**src/rtl/freq_meter_pkg.sv**
```systemverilog
// Shared constants and types for the frequency meter and other async-input blocks.
package freq_meter_pkg;

   // Synchronizer depth used by every async-input front end
   localparam int unsigned SYNC_STAGES = 2;

   // Period measurement FSM states; the spare 2-bit code falls back to ST_ARM
   typedef enum logic [1:0] {
      ST_ARM     = 2'b00,
      ST_RUN     = 2'b01,
      ST_TIMEOUT = 2'b10
   } period_st_t;

endpackage

```
**src/rtl/sync_edge_detect.sv**
```systemverilog
// Synchronizes an asynchronous level and produces a one-cycle pulse on its rising edge.
module sync_edge_detect
   import freq_meter_pkg::*;
(
   input  logic CLK,
   input  logic RST,
   input  logic sig_async,
   output logic rise_c
);

   logic [SYNC_STAGES-1:0] sync_q;
   logic                   edge_q;

   // Synchronizer chain followed by a one-stage edge register
   always_ff @(posedge CLK) begin
      if (RST) begin
         sync_q <= '0;
         edge_q <= 1'b0;
      end else begin
         sync_q <= {sync_q[SYNC_STAGES-2:0], sig_async};
         edge_q <= sync_q[SYNC_STAGES-1];
      end
   end

   assign rise_c = sync_q[SYNC_STAGES-1] & ~edge_q;

endmodule

```
**src/rtl/freq_meter.sv**
```systemverilog
// Counts rising edges of a slow async signal per gate window and measures its edge-to-edge period.
module freq_meter
   import freq_meter_pkg::*;
#(
   parameter int unsigned GATE_CYCLES = 100_000_000,
   parameter int unsigned CNT_W       = 26
) (
   input  logic             CLK,
   input  logic             RST,
   input  logic             i_sig,
   output logic [CNT_W-1:0] o_count,
   output logic             o_count_valid,
   output logic             o_count_ovf,
   output logic [CNT_W-1:0] o_period,
   output logic             o_period_valid
);

   localparam int unsigned      G_W     = $clog2(GATE_CYCLES);
   localparam logic [G_W-1:0]   G_LAST  = G_W'(GATE_CYCLES - 1);
   localparam logic [CNT_W-1:0] CNT_MAX = '1;

   logic             rise;
   logic [G_W-1:0]   gate_cnt;
   logic             gate_end;
   logic [CNT_W-1:0] edge_cnt;
   logic             edge_sat;
   logic             ovf_flag;

   period_st_t       state, state_n;
   logic [CNT_W-1:0] per_cnt, per_cnt_n;
   logic [CNT_W-1:0] period_n;
   logic             period_valid_n;

   sync_edge_detect u_sync (
      .CLK       (CLK),
      .RST       (RST),
      .sig_async (i_sig),
      .rise_c    (rise)
   );

   assign gate_end = (gate_cnt == G_LAST);
   assign edge_sat = (edge_cnt == CNT_MAX);

   // Free-running gate window counter
   always_ff @(posedge CLK) begin
      if (RST) gate_cnt <= '0;
      else     gate_cnt <= gate_end ? '0 : gate_cnt + G_W'(1);
   end

   // Edge counter; a rise on the terminal cycle is folded into the ending window
   always_ff @(posedge CLK) begin
      if (RST) begin
         edge_cnt      <= '0;
         ovf_flag      <= 1'b0;
         o_count       <= '0;
         o_count_ovf   <= 1'b0;
         o_count_valid <= 1'b0;
      end else begin
         o_count_valid <= gate_end;
         if (gate_end) begin
            o_count     <= (rise && !edge_sat) ? edge_cnt + CNT_W'(1) : edge_cnt;
            o_count_ovf <= ovf_flag | (rise & edge_sat);
            edge_cnt    <= '0;
            ovf_flag    <= 1'b0;
         end else if (rise) begin
            if (edge_sat) ovf_flag <= 1'b1;
            else          edge_cnt <= edge_cnt + CNT_W'(1);
         end
      end
   end

   // Period FSM state and output registers
   always_ff @(posedge CLK) begin
      if (RST) begin
         state          <= ST_ARM;
         per_cnt        <= '0;
         o_period       <= '0;
         o_period_valid <= 1'b0;
      end else begin
         state          <= state_n;
         per_cnt        <= per_cnt_n;
         o_period       <= period_n;
         o_period_valid <= period_valid_n;
      end
   end

   // Period FSM next state: count CLK cycles edge to edge, give up at saturation
   always_comb begin
      state_n        = state;
      per_cnt_n      = per_cnt;
      period_n       = o_period;
      period_valid_n = 1'b0;
      case (state)
         ST_ARM: begin
            per_cnt_n = '0;
            if (rise) begin
               state_n   = ST_RUN;
               per_cnt_n = CNT_W'(1);
            end
         end
         ST_RUN: begin
            if (rise) begin
               period_n       = per_cnt;
               period_valid_n = 1'b1;
               per_cnt_n      = CNT_W'(1);
            end else if (per_cnt == CNT_MAX) begin
               state_n        = ST_TIMEOUT;
               period_n       = CNT_MAX;
               period_valid_n = 1'b1;
            end else begin
               per_cnt_n = per_cnt + CNT_W'(1);
            end
         end
         ST_TIMEOUT: begin
            if (rise) begin
               state_n   = ST_RUN;
               per_cnt_n = CNT_W'(1);
            end
         end
         default: begin
            state_n   = ST_ARM;
            per_cnt_n = '0;
         end
      endcase
   end

endmodule

```
**config.mk**
```make
export PLATFORM = sky130hd
export DESIGN_NAME = freq_meter
export DESIGN_NICKNAME = d
export VERILOG_FILES = /design/src/rtl/freq_meter_pkg.sv /design/src/rtl/sync_edge_detect.sv /design/src/rtl/freq_meter.sv
export SDC_FILE = /design/constraint.sdc
export NUM_CORES = 1
export LEC_CHECK = 0
export CORE_UTILIZATION = 57
export DETAILED_ROUTE_END_ITERATION = 8
export HOLD_SLACK_MARGIN = 0.12
export PLACE_DENSITY_LB_ADDON = 0.15
export SYNTH_ARGS = -nofsm -noshare
export SYNTH_HDL_FRONTEND = slang
export SYNTH_SLANG_ARGS = --single-unit
export TNS_END_PERCENT = 20
```
**constraint.sdc**
```tcl
create_clock -name CLK -period 3.1 [get_ports CLK]
set_clock_uncertainty 0.05 [all_clocks]
set_input_delay 0.465 -clock CLK [delete_from_list [all_inputs] [get_ports CLK]]
set_output_delay 0.465 -clock CLK [all_outputs]
set_load 0.1 [all_outputs]
```
Yosys cells after proc, flatten, opt, wreduce, memory -nomap -nowiden --
Cells that the tools add are included.
Word-level totals: output and inout port bits 55, register bits after elaboration 140, logic and storage cells 57
Cells by class: equal/unequal tests 10, mux-type cells 14, bitwise operators 6, add/sub/neg operators 3, reductions and logical operators 12
Operator list (count):
- 26-bit 2-to-1 mux | 6
- 26-bit one-hot mux with 3 select lines | 1
- 26-bit by 1-bit adder with 26-bit output (second input constant) | 2
- 26-bit == test (second input constant) | 2
- 27-bit by 1-bit adder with 27-bit output (second input constant) | 1
- 27-bit == test (second input constant) | 1
- 2-bit AND reduction | 4
- 2-bit 2-to-1 mux | 3
- 2-bit != test (second input constant) | 3
- 2-bit OR reduction | 3
- 2-bit one-hot mux with 2 select lines | 1
- 1-bit 2-to-1 mux | 3
- 3-bit != test (second input constant) | 1
- 1-bit inverter | 3
- 3-bit AND reduction | 1
- 1-bit AND | 2
- 2-bit by 1-bit == test with 1-bit output (second input constant) | 1
- 2-bit == test (second input constant) | 1
- 2-bit zero test | 1
- 2-bit by 1-bit != test with 1-bit output (second input constant) | 1
- 2-bit nonzero test | 1
- 1-bit logical AND | 1
- 1-bit zero test | 1
- 1-bit OR | 1

Longest topological paths before layout --
Gate-level depths: netlist (run 1).
depth in word-level cells 4, gate-level depth with buffers 10, mapped depth without buffers 7

Modules after synthesis --
From an unflattened synthesis (run 1), not the netlist that was laid out.
Unflattened totals: cells, all modules 738, area, all modules 6222.2 um2
By module, submodules not included:
- freq_meter | instances 1, area each 6134.6 um2, cells each 731
- sync_edge_detect | instances 1, area each 87.6 um2, cells each 7

Worst setup path after synthesis (run 1) --
Ideal clock, no wire load.
kind register -> register, from register gate_cnt[0], to register edge_cnt[1], stages on the path, launching flop included 10, clock period less this slack 2327 ps, path slack 773 ps, arrival time 2149 ps, required time 2922 ps, path through dfxtp_1 > ha_1 > nand3_1 > nand2b_1 > clkbuf_1 > or4_1 > nand2b_1 > clkbuf_1 > clkbuf_1 > nor2_1
On the way: word-level cells in the longest chain between the ends 2
Ends and longest elaborated chain:
- start: declaration | line freq_meter.sv:23 | logic [G_W-1:0] gate_cnt;
- start signal: assignment | line freq_meter.sv:47 | else gate_cnt <= gate_end ? '0 : gate_cnt + G_W'(1);
- 27-bit == test | line freq_meter.sv:41 | assign gate_end = (gate_cnt == G_LAST);
- 2-bit OR reduction (no source line)
- end signal: assignment | line freq_meter.sv:67 | else edge_cnt <= edge_cnt + CNT_W'(1);
- end: declaration | line freq_meter.sv:25 | logic [CNT_W-1:0] edge_cnt;
Every way passes these cells. A chain may end at the register's enable or synchronous reset.

Worst setup path after layout (run 1) --
from register per_cnt[11], to register per_cnt[22]
On the way: word-level cells in the longest chain between the ends 4
Ends and longest elaborated chain:
- start: declaration | line freq_meter.sv:30 | logic [CNT_W-1:0] per_cnt, per_cnt_n;
- start signal: assignment | line freq_meter.sv:81 | per_cnt <= per_cnt_n;
- 26-bit by 1-bit adder with 26-bit output | line freq_meter.sv:111 | per_cnt_n = per_cnt + CNT_W'(1);
- 26-bit 2-to-1 mux | line freq_meter.sv:106 | end else if (per_cnt == CNT_MAX) begin
- 26-bit 2-to-1 mux | line freq_meter.sv:102 | if (rise) begin
- 26-bit one-hot mux with 3 select lines | line freq_meter.sv:93 | case (state)
Several ways; a longest one is shown, not always the timed one. The select of a mux whose other input is x is not followed.

==> results of run 1 <==
-- layout make-up --
class / instances / area [um2]
Clock inverter: 11 / 168
Timing Repair Buffer: 73 / 548
Tap cell: 133 / 166
Multi-Input combinational cell: 510 / 2900
Sequential cell: 140 / 2800
Fill cell: 814 / 2840
Inverter: 13 / 48.8
Clock buffer: 21 / 439
-- registers in the layout (all words and copies together) (netlist names) --
name and count:
ovf_flag 1, u_sync.sync_q 2, o_count_valid 1, o_count_ovf 1, per_cnt 26, gate_cnt 27, u_sync.edge_q 1, o_count 26
o_period 26, o_period_valid 1, state 2, edge_cnt 26
-- cells by family after synthesis --
family          count (synthesis)  synth area share
buf+inv                        48            0.0362
flops                         140             0.475
xor+xnor                       51            0.0756
simple gates                  355             0.288
mux                             3           0.00530
compound gates                 98             0.114
fa+ha+maj                       3           0.00636
-- Yosys cell counts (all sizes together), types with 2 or more instances --
| cell type | count | area share |
|---|---|---|
| o41ai | 4 | 0.0091 |
| nand4 | 30 | 0.032 |
| o21ai | 28 | 0.028 |
| nor2 | 163 | 0.10 |
| a21o | 2 | 0.0025 |
| nand2b | 6 | 0.0064 |
| xnor2 | 28 | 0.042 |
| nor3 | 38 | 0.033 |
| a21oi | 20 | 0.018 |
| clkbuf | 23 | 0.015 |
| or4 | 6 | 0.0076 |
| ha | 3 | 0.0064 |
| nand2 | 32 | 0.020 |
| mux2i | 2 | 0.0034 |
| a31oi | 4 | 0.0042 |
| or3 | 5 | 0.0053 |
| nor2b | 8 | 0.0085 |
| buf | 12 | 0.013 |
| dfxtp | 140 | 0.47 |
| a211oi | 29 | 0.037 |
| and2 | 7 | 0.0074 |
| nand3b | 2 | 0.0025 |
| and4 | 6 | 0.0089 |
| and3 | 11 | 0.012 |
| nor4b | 2 | 0.0030 |
| xor2 | 23 | 0.034 |
| nand3 | 31 | 0.026 |
| or2 | 2 | 0.0021 |
| inv | 13 | 0.0083 |
| o31ai | 6 | 0.0085 |
| nor4 | 5 | 0.0078 |
-- critical path: cells and delay by family (launching register included) --
| family | cells | cell delay, ns |
|---|---|---|
| AO/OA/AOI/OAI | 4 | 1.32 |
| AND/OR/NAND/NOR | 2 | 0.84 |
| flip-flops | 1 | 0.48 |
-- worst paths after layout --
path	depth (start not counted)	endpoint	startpoint
min	2	o_count[24]	RST
max	6	per_cnt[22]	per_cnt[11]
max reg2reg	6	per_cnt[22]	per_cnt[11]
min reg2reg	1	u_sync.sync_q[1]	u_sync.sync_q[0]
-- layer usage --
| metal | global-route usage | vias to the layer above |
|---|---|---|
| li1 | - | 2543 |
| met1 | 0.335 | 2475 |
| met2 | 0.424 | 124 |
| met3 | 0.0485 | 14 |
| met4 | 0.0918 | 0 |
| met5 | 0 | - |
-- metrics by stage --
step / instances / power (mW) / setup WS (ns)
finish: 901 / 4.02 / 0.246
global route: 901 / 4.12 / 0.101
detailed placement: 869 / 1.98 / 0.296
global placement: 869 / 1.98 / 0.474
floorplan: 698 / 1.95 / 0.773
CTS: 901 / 4.04 / 0.290
-- power breakdown --
group	internal (mW)	total [mW]	switching [mW]
Combinational	0.0299	0.123	0.0930
Sequential	1.81	1.82	0.00993
Clock	1.33	2.07	0.748
Total	3.17	4.02	0.851
-- cell usage in the layout (no fill, tap or decap), types with 3 or more instances in the layout --
master / synthesis / final
and2_1: 7 / 7
bufinv_16: 0 / 4
ha_1: 3 / 3
or3_1: 5 / 5
a21oi_1: 19 / 19
xnor2_1: 28 / 28
clkbuf_1: 23 / 3
nand4_1: 30 / 30
nor2_1: 163 / 163
o41ai_1: 3 / 3
and4_1: 6 / 6
nor3_1: 37 / 36
nand3_1: 31 / 31
o21ai_2: 7 / 7
dfxtp_1: 140 / 140
inv_1: 13 / 13
and3_1: 11 / 11
clkinv_2: 0 / 3
nor4_1: 4 / 3
or4_1: 6 / 6
nand2_1: 32 / 32
a211oi_1: 29 / 29
nor2b_1: 8 / 8
a31oi_1: 4 / 4
xor2_1: 23 / 23
buf_4: 0 / 71
nand2b_1: 6 / 6
o21ai_0: 20 / 20
o31ai_1: 5 / 5
clkbuf_16: 0 / 16
==> qor.csv, run 1 <==
stage;metric;value;unit
cells_and_area;Diodes inserted;0;
cts;cts bufs inserted;17;
worst_setup_path;maximum fanout along the worst path;14;
routing;Routed wire per std cell;14.7;um
yosys;number of flops mapped to enable cells by yosys;0;
cts;CTS tree;built;
routing;Vias/cell;5.72;
power;leakage power;2.65;nW
cts;setup bufs post-CTS;0;
sta;final worst path period share;0.921;
yosys;Synthesized Nets;704;
yosys;Post-Synthesis Cells;698;
yosys;Distinct cells, synth;49;
floorplanning;die width;104;um
flow_run;MaxCap Viol Count;0;
power;PD cells;568;nW/um2
worst_setup_path;register-to-register setup slack;0.25;ns
cts;clock sink total;140;
floorplanning;initial core utilization;0.596;
floorplanning;core area;9910;um2
cts;CTS H-tree lvls;4;
cts;Clk pin slew, worst setup/hold paths;0.06;ns
cells_and_area;nets@finish;761;
power;peak supply drop;0.323;mV
global_route;GRT Overall Usage;0.256;
routing;M1 WL;6130;um
routing;initial DRC count;317;
routing;drt drc;0;
global_route;initial antenna violation count;0;
yosys;Main synth FF type;dfxtp_1;
floorplanning;full die area;10800;um2
cts;CTS Buffer Depth;2;
routing;metal2 WL;6360;um
sta;relative slew slack;0.325;
cells_and_area;Area growth syn-to-layout;19.8;%
routing;vias post-DR;5156;
worst_setup_path;Max stage delay cell, worst path;o31ai_2;
floorplanning;I/O pins;58;
sta;minimum clock period after layout;2.85;ns
placement;placed inst area;6470;um2
status;status;completed;
worst_setup_path;max incr delay on CP;0.91;ns
cts;clk_lat worst skew;0.52;ns
routing;top sig layer;met4;
sta;Hold WS;0.378;ns
worst_setup_path;CP startpoint kind;register;
cts;# resized after CTS;0;
routing;DRT Wirelength;13200;um
yosys;Synth warnings;0;
yosys;average footprint of a synthesized cell;8.46;um2
routing;Post-DRT Antenna Nets;0;
worst_setup_path;Crit. End Element;register;
sta;final setup TNS;0;ns
sta;Worst-Margin Slew;1.01;ns
sta;Peak Freq;350;MHz
yosys;Yosys reg bits;140;
yosys;Async S/R FF share, synth;0;
cells_and_area;layout cell share with drive strength beyond 1;0.152;
floorplanning;FP Rows;36;
routing;WL met3;584;um
placement;PortBufs;57;
sta;Final setup viols;0;
cts;root buffer cell;clkbuf_8;
min_path;Hold WC Path Type;in -> reg;
worst_setup_path;CP Class;reg -> reg;
worst_setup_path;Worst EP required;3.42;ns
cells_and_area;final instance area;7070;um2
global_route;vias in the first global route;4798;
worst_setup_path;worst path cell trace;nand4_1 > or4_1 > o31ai_2 > a31oi_1 > o21ai_2 > o31ai_1;
worst_setup_path;crit path DAT;3.17;ns
placement;post-DP HPWL;9060;um
global_route;global-route wire length before repair;22600;um
placement;GPL Wtd Cong;0.846;
cells_and_area;fin util;0.714;
global_route;pin count of the biggest net entering global routing;38;
routing;DR pass1 iterations;5;
floorplanning;die height;104;um
yosys;Synth Cell Area;5910;um2
sta;RSZ-0062 raised after global routing;false;
cts;CTS Hold Bufs;0;
sta;Final Hold Fails;0;
global_route;Overflow after GRT;0;
sta;Slew Limit Fails;0;
yosys;post-synthesis sequential area ratio;0.475;
Note: power is estimated with default switching activity, not from simulation.
==> inputs of run 2 (changes only) <==
CORE_MARGIN = 2   (was unset)
CTS_CLUSTER_DIAMETER = 30   (was unset)
==> qor.csv, run 2 (synthesis results as in run 1) <==
stage;metric;value;unit
worst_setup_path;CP Class;reg -> reg;
global_route;GRT Overall Usage;0.248;
routing;vias post-DR;5216;
global_route;initial antenna violation count;0;
routing;Vias/cell;5.76;
cts;cts bufs inserted;17;
routing;Routed wire per std cell;14.8;um
global_route;vias in the first global route;4806;
cells_and_area;fill count;864;
worst_setup_path;crit path DAT;3.16;ns
cells_and_area;layout cell share with drive strength beyond 1;0.157;
sta;Worst-Margin Slew;1.04;ns
routing;DR pass1 iterations;4;
power;leakage power;2.66;nW
sta;Peak Freq;354;MHz
cts;# resized after CTS;0;
cells_and_area;Diodes inserted;0;
placement;post-DP HPWL;9210;um
status;status;completed;
floorplanning;die height;106;um
cells_and_area;nets@finish;763;
cts;CTS Buffer Depth;2;
placement;PortBufs;57;
global_route;Overflow after GRT;0;
sta;minimum clock period after layout;2.83;ns
sta;RSZ-0062 raised after global routing;false;
power;P_sw;884;uW
floorplanning;initial core utilization;0.580;
cts;Clk pin slew, worst setup/hold paths;0.06;ns
routing;initial DRC count;274;
cells_and_area;most frequent cells in the layout;nor2_1 (163), dfxtp_1 (140), buf_4 (72);
placement;pre-CTS WS;0.328;ns
sta;Slew Limit Fails;0;
power;switching portion of total power;0.219;
sta;Final Worst Setup Slack;0.273;ns
worst_setup_path;CP startpoint kind;register;
routing;DRT Wirelength;13400;um
cells_and_area;Area growth syn-to-layout;20.4;%
sta;Final setup viols;0;
power;Reg power frac;0.451;
power;clock network fraction of total power;0.518;
floorplanning;full die area;11200;um2
worst_setup_path;Worst EP required;3.43;ns
flow_run;MaxCap Viol Count;0;
sta;relative slew slack;0.305;
floorplanning;I/O pins;58;
cells_and_area;number of flip-flops in the largest register;27;
power;internal power;3.15;mW
placement;GPL Wtd Cong;0.918;
sta;final setup TNS;0;ns
sta;Final Hold Fails;0;
cts;root buffer cell;clkbuf_8;
global_route;pin count of the biggest net entering global routing;43;
worst_setup_path;worst path cell trace;nand4_1 > or4_1 > o31ai_2 > nor2_1 > o21ai_2 > o41ai_1;
cts;clock sink total;140;
cells_and_area;Biggest register;gate_cnt;
floorplanning;FP Rows;37;
worst_setup_path;Crit. End Element;register;
worst_setup_path;max incr delay on CP;0.94;ns
sta;final worst path period share;0.912;
cts;setup bufs post-CTS;0;
routing;Post-DRT Antenna Nets;0;
routing;drt drc;0;
floorplanning;core area;10200;um2
power;peak supply drop;0.461;mV
cts;CTS H-tree lvls;4;
cts;clk_lat worst skew;0.53;ns
min_path;Hold WC Path Type;in -> reg;
power;PD cells;568;nW/um2
worst_setup_path;Max stage delay cell, worst path;o31ai_2;
floorplanning;die width;106;um
worst_setup_path;maximum fanout along the worst path;14;
cts;CTS Hold Bufs;0;
power;combinational share of power;0.031;
cells_and_area;most common cell after layout, fill and taps aside;nor2_1;
global_route;global-route wire length before repair;22400;um
cts;CTS tree;built;
[run 2: through the flow]
stage | hold WS [ns] | instance area, um2 | std cells | util | total power, mW
global placement | 0.389 | 6500 | 874 | 0.638 | 1.98
detailed placement | 0.383 | 6500 | 874 | 0.638 | 1.98
finish | 0.331 | 7110 | 906 | 0.698 | 4.03
CTS | 0.324 | 7110 | 906 | 0.698 | 4.06
floorplan | 0.364 | 5910 | 698 | - | 1.95
global route | 0.354 | 7110 | 906 | 0.698 | 4.14
[run 2: layer usage]
metal	global-route usage	vias up	wire length [um]	share of wire
met2	0.415	119	6660	0.50
met4	0.0902	0	223	0.017
met1	0.314	2526	6000	0.45
met3	0.0575	19	559	0.042
met5	0	-	0	0
li1	-	2552	-	-
[run 2: critical path: cells and delay by family (launching register included)]
family / cells / cell delay [ns]
compound gates: 3 / 1.17
flops: 1 / 0.45
simple gates: 3 / 1.02
[run 2: worst paths after layout]
check                   startpoint          endpoint  slack (ns)  cells past startpoint
setup / recovery       per_cnt[12]       per_cnt[17]        0.27                      6
hold / removal                 RST        per_cnt[0]        0.33                      2
setup reg to reg       per_cnt[12]       per_cnt[17]        0.27                      6
hold reg to reg   u_sync.sync_q[0]  u_sync.sync_q[1]        0.40                      1
[run 2: area by class of cell]
cell class	instances	area, um2	area share
multi-input combinational	510	2900	0.408
clock buffer	18	418	0.0588
timing repair buffer	75	576	0.0810
clock inverter	14	194	0.0273
tap	136	170	0.0239
sequential	140	2800	0.394
inverter	13	48.8	0.00686
[run 2: power groups by stage]
stage / logic, mW / registers (mW) / clock network [mW]
finish: 0.123 / 1.82 / 2.09
global route: 0.133 / 1.82 / 2.19
CTS: 0.123 / 1.82 / 2.12
detailed placement: 0.123 / 1.86 / 0
global placement: 0.121 / 1.86 / 0
floorplan: 0.0604 / 1.89 / 0
==> inputs of run 3 (changes only) <==
GPL_ROUTABILITY_DRIVEN = 1   (was unset)
==> results of run 3 <==
Final layout, timing and power as in run 2 (identical DEF).
